<file path="src/rtl/conv_pkg.sv">
// Shared types and helpers for the conv / pooling stages.
// Latency: n/a (package only).
// Backpressure: n/a.
package conv_pkg;

  // Default sample width, matching the conv stage output.
  localparam int W_DEFAULT = 20;

  // Working width of the signed-max helper; callers sign-extend into it.
  localparam int SMAX_W = 64;

  // Pooling FSM: inside a full window, or consuming the short frame tail.
  typedef enum logic [0:0] {
    S_ACC  = 1'b0,
    S_DROP = 1'b1
  } pool_state_e;

  // Signed maximum of two sign-extended samples.
  function automatic logic signed [SMAX_W-1:0] smax(
    input logic signed [SMAX_W-1:0] a,
    input logic signed [SMAX_W-1:0] b
  );
    return (a > b) ? a : b;
  endfunction

endpackage

</file>
<file path="src/rtl/maxpool_fifo2.sv">
// Two-entry output FIFO with a registered head and an occupancy count.
// Latency: a push into an empty FIFO is visible at the head after 1 edge.
// Backpressure: a push while full is dropped unless a pop happens in the same cycle.
module maxpool_fifo2
  import conv_pkg::*;
#(
  parameter int W = W_DEFAULT
) (
  input  logic         clk,
  input  logic         reset,
  input  logic         push_i,
  input  logic [W-1:0] din_i,
  input  logic         pop_i,
  output logic [W-1:0] head_o,
  output logic [1:0]   count_o
);

  logic [W-1:0] head_q, head_d;
  logic [W-1:0] tail_q, tail_d;
  logic [1:0]   count_q, count_d;
  logic         do_pop;
  logic         do_push;

  // Next state: a simultaneous push and pop keeps occupancy and order.
  always_comb begin
    head_d  = head_q;
    tail_d  = tail_q;
    count_d = count_q;
    do_pop  = pop_i && (count_q != 2'd0);
    do_push = push_i && ((count_q != 2'd2) || do_pop);
    case ({do_push, do_pop})
      2'b10: begin
        if (count_q == 2'd0) begin
          head_d = din_i;
        end else begin
          tail_d = din_i;
        end
        count_d = count_q + 2'd1;
      end
      2'b01: begin
        // The head is left stale when the FIFO drains; y_valid masks it.
        if (count_q == 2'd2) begin
          head_d = tail_q;
        end
        count_d = count_q - 2'd1;
      end
      2'b11: begin
        if (count_q == 2'd1) begin
          head_d = din_i;
        end else begin
          head_d = tail_q;
          tail_d = din_i;
        end
      end
      default: begin
      end
    endcase
  end

  // Storage and occupancy, cleared asynchronously.
  always_ff @(posedge clk or negedge reset) begin
    if (!reset) begin
      head_q  <= '0;
      tail_q  <= '0;
      count_q <= 2'd0;
    end else begin
      head_q  <= head_d;
      tail_q  <= tail_d;
      count_q <= count_d;
    end
  end

  assign head_o  = head_q;
  assign count_o = count_q;

endmodule

</file>
<file path="src/rtl/maxpool_stream.sv">
// Streaming 1-D max pooling: window/stride P over frames of N signed samples.
// Latency: 1 cycle from the window-completing input to y_valid (FIFO empty).
// Backpressure: x_ready drops only when a window would complete into a full 2-entry FIFO.
module maxpool_stream
  import conv_pkg::*;
#(
  parameter int W = W_DEFAULT,
  parameter int N = 9,
  parameter int P = 3
) (
  input  logic                clk,
  input  logic                reset,
  input  logic signed [W-1:0] x_data,
  input  logic                x_valid,
  output logic                x_ready,
  output logic signed [W-1:0] y_data,
  output logic                y_valid,
  input  logic                y_ready
);

  localparam int PCW          = (P > 1) ? $clog2(P) : 1;
  localparam int FCW          = (N > 1) ? $clog2(N) : 1;
  localparam int TAIL         = N % P;
  localparam int LAST_WIN_END = (N / P) * P - 1;

  localparam logic [PCW-1:0] P_LAST    = PCW'(P - 1);
  localparam logic [FCW-1:0] F_LAST    = FCW'(N - 1);
  localparam logic [FCW-1:0] F_WIN_END = FCW'(LAST_WIN_END);

  pool_state_e        state_q;
  logic [PCW-1:0]     pcnt_q, pcnt_d;
  logic [FCW-1:0]     fcnt_q, fcnt_d;
  logic signed [W-1:0] max_q, max_d;
  logic signed [W-1:0] win_max;
  logic [W-1:0]       fifo_head;
  logic [1:0]         fifo_cnt;
  logic               accept;
  logic               at_win_end;
  logic               frame_last;
  logic               push;
  logic               pop;

  // Handshake and position decode; x_ready looks only at registered state.
  assign at_win_end = (state_q == S_ACC) && (pcnt_q == P_LAST);
  assign frame_last = (fcnt_q == F_LAST);
  assign x_ready    = !(at_win_end && (fifo_cnt == 2'd2));
  assign accept     = x_valid && x_ready;
  assign push       = accept && at_win_end;
  assign pop        = y_valid && y_ready;

  // First sample of a window loads directly; later ones fold in by signed max.
  // With P==1 pcnt is always zero, so the window max is the sample itself.
  assign win_max = (pcnt_q == '0) ? x_data
                                  : W'(smax(SMAX_W'(max_q), SMAX_W'(x_data)));

  // Counters and running max advance only on an accepted sample.
  always_comb begin
    pcnt_d = pcnt_q;
    fcnt_d = fcnt_q;
    max_d  = max_q;
    if (accept) begin
      max_d = win_max;
      if (frame_last) begin
        pcnt_d = '0;
        fcnt_d = '0;
      end else begin
        fcnt_d = fcnt_q + 1'b1;
        pcnt_d = (pcnt_q == P_LAST) ? '0 : pcnt_q + 1'b1;
      end
    end
  end

  // Frame FSM: drop the short tail after the last full window of a frame.
  always_ff @(posedge clk or negedge reset) begin
    if (!reset) begin
      state_q <= S_ACC;
    end else if (accept) begin
      case (state_q)
        S_ACC: begin
          if ((TAIL != 0) && (pcnt_q == P_LAST) && (fcnt_q == F_WIN_END)) begin
            state_q <= S_DROP;
          end
        end
        S_DROP: begin
          if (frame_last) begin
            state_q <= S_ACC;
          end
        end
        default: state_q <= S_ACC;
      endcase
    end
  end

  // Datapath registers; a reset mid-frame discards the partial window.
  always_ff @(posedge clk or negedge reset) begin
    if (!reset) begin
      pcnt_q <= '0;
      fcnt_q <= '0;
      max_q  <= '0;
    end else begin
      pcnt_q <= pcnt_d;
      fcnt_q <= fcnt_d;
      max_q  <= max_d;
    end
  end

  maxpool_fifo2 #(
    .W(W)
  ) u_fifo (
    .clk     (clk),
    .reset   (reset),
    .push_i  (push),
    .din_i   (win_max),
    .pop_i   (pop),
    .head_o  (fifo_head),
    .count_o (fifo_cnt)
  );

  assign y_data  = fifo_head;
  assign y_valid = (fifo_cnt != 2'd0);

endmodule

</file>
<file path="config.mk">
export PLATFORM = sky130hd
export DESIGN_NAME = maxpool_stream
export DESIGN_NICKNAME = d
export VERILOG_FILES = /design/src/rtl/conv_pkg.sv /design/src/rtl/maxpool_fifo2.sv /design/src/rtl/maxpool_stream.sv
export SDC_FILE = /design/constraint.sdc
export NUM_CORES = 1
export LEC_CHECK = 0
export CELL_PAD_IN_SITES_DETAIL_PLACEMENT = 1
export CELL_PAD_IN_SITES_GLOBAL_PLACEMENT = 2
export CORE_ASPECT_RATIO = 0.8
export CORE_MARGIN = 3
export CORE_UTILIZATION = 34
export DETAILED_ROUTE_END_ITERATION = 10
export PLACE_DENSITY = 0.79
export SLEW_MARGIN = 0
export SYNTH_ARGS = -nofsm -noshare
export SYNTH_HDL_FRONTEND = slang
export SYNTH_HIERARCHICAL = 1
export SYNTH_SLANG_ARGS = --single-unit
</file>
<file path="constraint.sdc">
create_clock -name clk -period 2.5 [get_ports clk]
set_clock_uncertainty 0.1 [all_clocks]
set_input_delay 0.5 -clock clk [delete_from_list [all_inputs] [get_ports clk]]
set_output_delay 0.5 -clock clk [all_outputs]
set_load 0.01 [all_outputs]
</file>
### Word-level counts from Yosys, hierarchy flattened

Cells that the tools add are included.

| word-level totals | value |
|---|---|
| flip-flop bits (word level) | 69 |
| output and inout bits | 22 |

| operators by class | value |
|---|---|
| $add $sub $neg | 4 |
| magnitude comparators | 1 |
| eq/ne operators | 12 |
| mux-type cells | 15 |
| bitwise operators | 1 |
| reduce and logical (&&, ||, !) cells | 17 |

Operators by type and width:

| operator | count |
|---|---|
| two-way mux 20 bit | 7 |
| one-hot mux 20 bit (3 select lines) | 1 |
| one-hot mux 20 bit (2 select lines) | 1 |
| > comparator 20 bit | 1 |
| == test 2 bit, second input constant | 4 |
| != test 2 bit, second input constant | 4 |
| logical AND 1 bit | 7 |
| AND reduction 3 bit | 2 |
| nonzero test 2 bit | 3 |
| adder 2 x 1 -> 2 bit, second input constant | 2 |
| adder 4 x 1 -> 4 bit, second input constant | 1 |
| == test 2 x 1 -> 1 bit, second input constant | 2 |
| == test 4 bit, second input constant | 1 |
| logical NOT 2 bit | 2 |
| two-way mux 2 bit | 2 |
| two-way mux 4 bit | 1 |
| one-hot mux 2 bit (2 select lines) | 1 |
| nonzero test 3 bit | 1 |
| two-way mux 1 bit | 2 |
| != test 2 x 1 -> 1 bit, second input constant | 1 |
| subtractor 2 x 1 -> 2 bit, second input constant | 1 |
| logical NOT 1 bit | 1 |
| logical OR 1 bit | 1 |
| NOT 1 bit | 1 |

### Depth between registers and ports, before layout

| logic depth | value |
|---|---|
| depth in word-level cells | 10 |
| depth in mapped cells | 11 |

### By module

The synthesis kept the hierarchy.

By module, submodules not included:

| module | instances | cells an instance | area each (um2) |
|---|---|---|---|
| maxpool_stream | 1 | 178 | 2063.2 |
| maxpool_fifo2 | 1 | 179 | 2023.2 |

### Worst setup path after synthesis

OpenSTA, ideal clock, no wires.

| timing | value |
|---|---|
| kind | input -> register |
| start | input port x_data[11] |
| end | register u_fifo.tail_q[0] |
| setup time | 0.125 ns |
| arrival time | 2.577 ns |
| data required time | 2.275 ns |
| setup slack | -0.302 ns |
| stages | 10 |
| cell sequence | inv_1 ha_1 a21oi_1 o21ai_0 a21o_1 or3_1 o21ai_1 buf_6 mux2_4 mux2_4 |

| on the way | value |
|---|---|
| longest elaborated chain between the ends | 5 |
| elaborated cells between the ends (all ways) | 6 |

Ends and longest elaborated chain:

| item | RTL line | RTL |
|---|---|---|
| start, declared | maxpool_stream.sv:13 | `input logic signed [W-1:0] x_data,` |
| > comparator 20 bit * | conv_pkg.sv:23 | `return (a > b) ? a : b;` |
| two-way mux 20 bit * | conv_pkg.sv:23 |  |
| two-way mux 20 bit * | maxpool_stream.sv:53 | `assign win_max = (pcnt_q == '0) ? x_data` |
| net win_max[0] | maxpool_stream.sv:34 | `logic signed [W-1:0] win_max;` |
| two-way mux 20 bit, on equally long branches | maxpool_fifo2.sv:48, maxpool_fifo2.sv:33 |  |
| one-hot mux 20 bit (2 select lines) * | maxpool_fifo2.sv:31 | `case ({do_push, do_pop})` |
| end signal, assigned | maxpool_fifo2.sv:68 | `tail_q <= tail_d;` |
| end, declared | maxpool_fifo2.sv:19 | `logic [W-1:0] tail_q, tail_d;` |

The timed path passes the listed nets; every way through them passes the cells marked *. The select of a mux whose other input is x is not followed.
A chain may end at the register's enable or synchronous reset.

### Worst setup path in the final report

| timing | value |
|---|---|
| start | register max_q[13] |
| end | register u_fifo.tail_q[16] |

| on the way | value |
|---|---|
| longest elaborated chain between the ends | 5 |
| elaborated cells between the ends (all ways) | 6 |

Ends and longest elaborated chain:

| item | RTL line | RTL |
|---|---|---|
| start, declared | maxpool_stream.sv:33 | `logic signed [W-1:0] max_q, max_d;` |
| start signal, assigned | maxpool_stream.sv:103 | `max_q <= max_d;` |
| > comparator 20 bit * | conv_pkg.sv:23 |  |
| two-way mux 20 bit * | conv_pkg.sv:23 |  |
| two-way mux 20 bit * | maxpool_stream.sv:53 |  |
| net win_max[16] | maxpool_stream.sv:34 |  |
| two-way mux 20 bit, on equally long branches | maxpool_fifo2.sv:48, maxpool_fifo2.sv:33 |  |
| one-hot mux 20 bit (2 select lines) * | maxpool_fifo2.sv:31 |  |

Marked as above.

==> results.txt <==
Syn Nets -> 406
Antenna-violating nets left -> 0
Cells on worst reg2reg path -> 11
Final Hold Fails -> 0
Internal power -> 5.14 mW
Clock network power share -> 15.5%
FF-to-FF setup slack -> -490 ps
Fmax -> 335 MHz
Starting Density -> 35.2%
CTS tree -> built
Vias -> 3,218
Layout cell share with drive strength beyond 1 -> 44.7%
Row cnt -> 35
Synth cell count leaders -> 69 x dfrtp_1, 60 x mux2_4, 30 x a21oi_1
Die span in x -> 129 µm
CP Capture Type -> flop
Setup Crit Path Kind -> flop to flop
Area contributors post-synth -> dfrtp_1 42%, mux2_4 22%, ha_1 7.7%
Most common cell in the netlist -> dfrtp_1
Antenna violations before repair -> 0
Gr ovfl total -> 0
CTS clk-pin slew, worst paths -> 60 ps
Sw Share -> 37.1%
Fillcell total -> 1,213
Die height -> 104 µm
DR pass1 iterations -> 4
FF-to-FF End -> u_fifo/tail_q[16]
Comb power frac -> 58.4%
CTS H-tree lvls -> 3
Iteration-0 DRC Markers -> 147
Floorplan Core Area -> 11,600 µm²
Maximum vdd drop -> 0.000451 V
Total Power -> 8.17 mW
WP data arrival -> 3110 ps
Clock sinks -> 69
Setup WS post-layout -> -489 ps
Vias in the first global route -> 3,655
Max Buffers Root-to-Sink -> 2
Clock period minus worst slack -> 2990 ps
Post-Syn Area -> 4090 µm²
Hold Path Class -> input pin to asynchronous set/reset pin
IO Pins -> 46
Ant diodes -> 0
Fraction of registers with async set/reset -> 100%
Average wire per standard cell -> 20.8 µm
Reg power frac -> 26.1%
Post-synth EDFFs -> 0
DRC Markers -> 0
Final setup viols -> 60
Origin of the critical flop-to-flop path -> max_q[13]
Non-filler cells, final -> 620
Sequential cell area -> 1730 µm²
CP startpoint kind -> flop
Worst-skew pair later-pin latency -> 330 ps
Yosys top cell area share -> 42.3%
Post-DR vias/cell -> 5.19
Clk root buf -> clkbuf_16
Slew @ Worst Pin -> 605 ps
RSZ-0062 raised after global routing -> true
Post-route clock period utilization -> 120%
Pleak -> 2.72 nW
Fin nets -> 516
Routed wire length -> 12,900 µm
First-pass GRT wire length -> 20,700 µm
CP Max Fanout -> 7
CTS Buf Count -> 9
Status -> complete, but fails checks
Slew Limit Fails -> 0
Pwr dens -> 1380 nW/µm²
Required @ worst endpoint -> 2620 ps
PortBufs -> 45
Syn Area/Cell -> 11.4 µm²
HPWL Detailed -> 8400 µm
Synthesized instance count -> 357
Switching pwr -> 3.03 mW
Failing checks -> setup timing
Max cap viols -> 0
GP Congestion -> 0.783
Multi-input gate area -> 2450 µm²
Hold_ws -> 71.8 ps
Total track usage -> 20.1%
Synth Register Bits -> 69
Prevailing post-synth register cell -> dfrtp_1
Cell total after placement -> 596
Die area -> 13,400 µm²
Yosys synthesis warning count -> 6
P&R area growth vs syn -> 44.7%
Largest net degree at the start of global routing -> 36
Post-layout util -> 51.0%
Area leader, netlist -> dfrtp_1
Register area share after synthesis -> 42.3%
Relative slew slack -> 59.7%
Yosys cell types -> 44
layer usage:
metal / wire (µm) / share of wire (%) / up-vias / track usage, %
li1: - / - / 1514 / -
met1: 5820 / 45 / 1633 / 26.6
met2: 6450 / 50 / 62 / 33.4
met3: 489 / 3.8 / 9 / 4.88
met4: 116 / 0.90 / 0 / 4.42
met5: 0 / 0 / - / 0
sequential cells by signal (all words and copies together), names as in the netlist:
register and flops:
u_fifo/count_o 2, u_fifo/head_o 20, pcnt_q 2, max_q 20
state_q 1, fcnt_q 4, u_fifo/tail_q 20
cell families after synthesis:
group	synth area share, %
AO/OA/AOI/OAI	12.2
flip-flops	42.3
multiplexers	23.3
AND/OR/NAND/NOR	8.79
buffers and inverters	5.54
adder cells (fa/ha/maj)	7.65
XOR/XNOR	0.214
what timing repair did:
item                                    CTS  global route
setup buffers                             5             4
resized for setup                        82            21
pin swaps                                32            17
hold buffers                              0             0
cloned                                    2             0
endpoints found under the hold margin     0             0
endpoints found under the setup margin   60            60
worst max-delay path by stage:
| stage | startpoint | end | slack (ps) | cells after the start |
|---|---|---|---|---|
| floorplan | x_data[18] | u_fifo/tail_q[0] | -180 | 10 |
| global placement | x_data[18] | u_fifo/tail_q[15] | -940 | 11 |
| detailed placement | x_data[18] | u_fifo/tail_q[15] | -980 | 11 |
| CTS | max_q[12] | u_fifo/tail_q[10] | -300 | 10 |
| global route | max_q[14] | u_fifo/tail_q[19] | -610 | 11 |
| finish | max_q[13] | u_fifo/tail_q[16] | -490 | 11 |
stage by stage:
step	TNS [ps]	cell area, µm²	setup WS (ps)
2_1_floorplan	-5070	4250	-176
3_3_place_gp	-51090	5360	-935
3_5_place_dp	-54580	5360	-984
4_1_cts	-13430	5890	-299
5_1_grt	-29280	5910	-607
6_report	-21630	5910	-489
cell type report:
type                       count  share of cell area (%)
clock buffer                  12                    4.00
clock inverter                 4                   0.825
inverter                      25                    1.80
multi-input combinational    243                    41.5
sequential                    69                    29.2
tap                          148                    3.13
timing repair buffer         119                    19.6
power groups by stage:
stage	combinational (mW)	sequential, mW	clock [mW]
finish	4.78	2.13	1.27
global route	5.14	2.21	1.35
CTS	4.69	2.13	1.29
detailed placement	4.22	2.13	0
global placement	4.05	2.10	0
floorplan	2.55	2.11	0
cells in the final DEF, fill, tap and decap left out, drive strengths merged, types with 2 or more instances in the layout:
cell / instances
a21boi: 2
a21o: 2
a21oi: 30
a31oi: 20
and2: 4
buf: 75
clkbuf: 12
clkdlybuf4s15: 11
clkdlybuf4s50: 24
clkinv: 3
dfrtp: 69
dlygate4sd2: 9
ha: 25
inv: 25
mux2: 61
mux2i: 4
nand2: 11
nand2b: 2
nand3: 23
nand3b: 2
nand4: 4
nor2: 6
nor2b: 3
nor3: 2
o211ai: 2
o21ai: 27
worst max-delay path: stages (launching register included):
cell and delay, ps:
dfrtp_1 420, ha_4 290, nand4_1 200, nor4_4 330
a21boi_2 240, buf_4 150, o311ai_4 130, o21ai_4 130
buf_12 150, buf_12 130, mux2_4 340, mux2_4 270
Note: power is estimated with default switching activity, not from simulation.
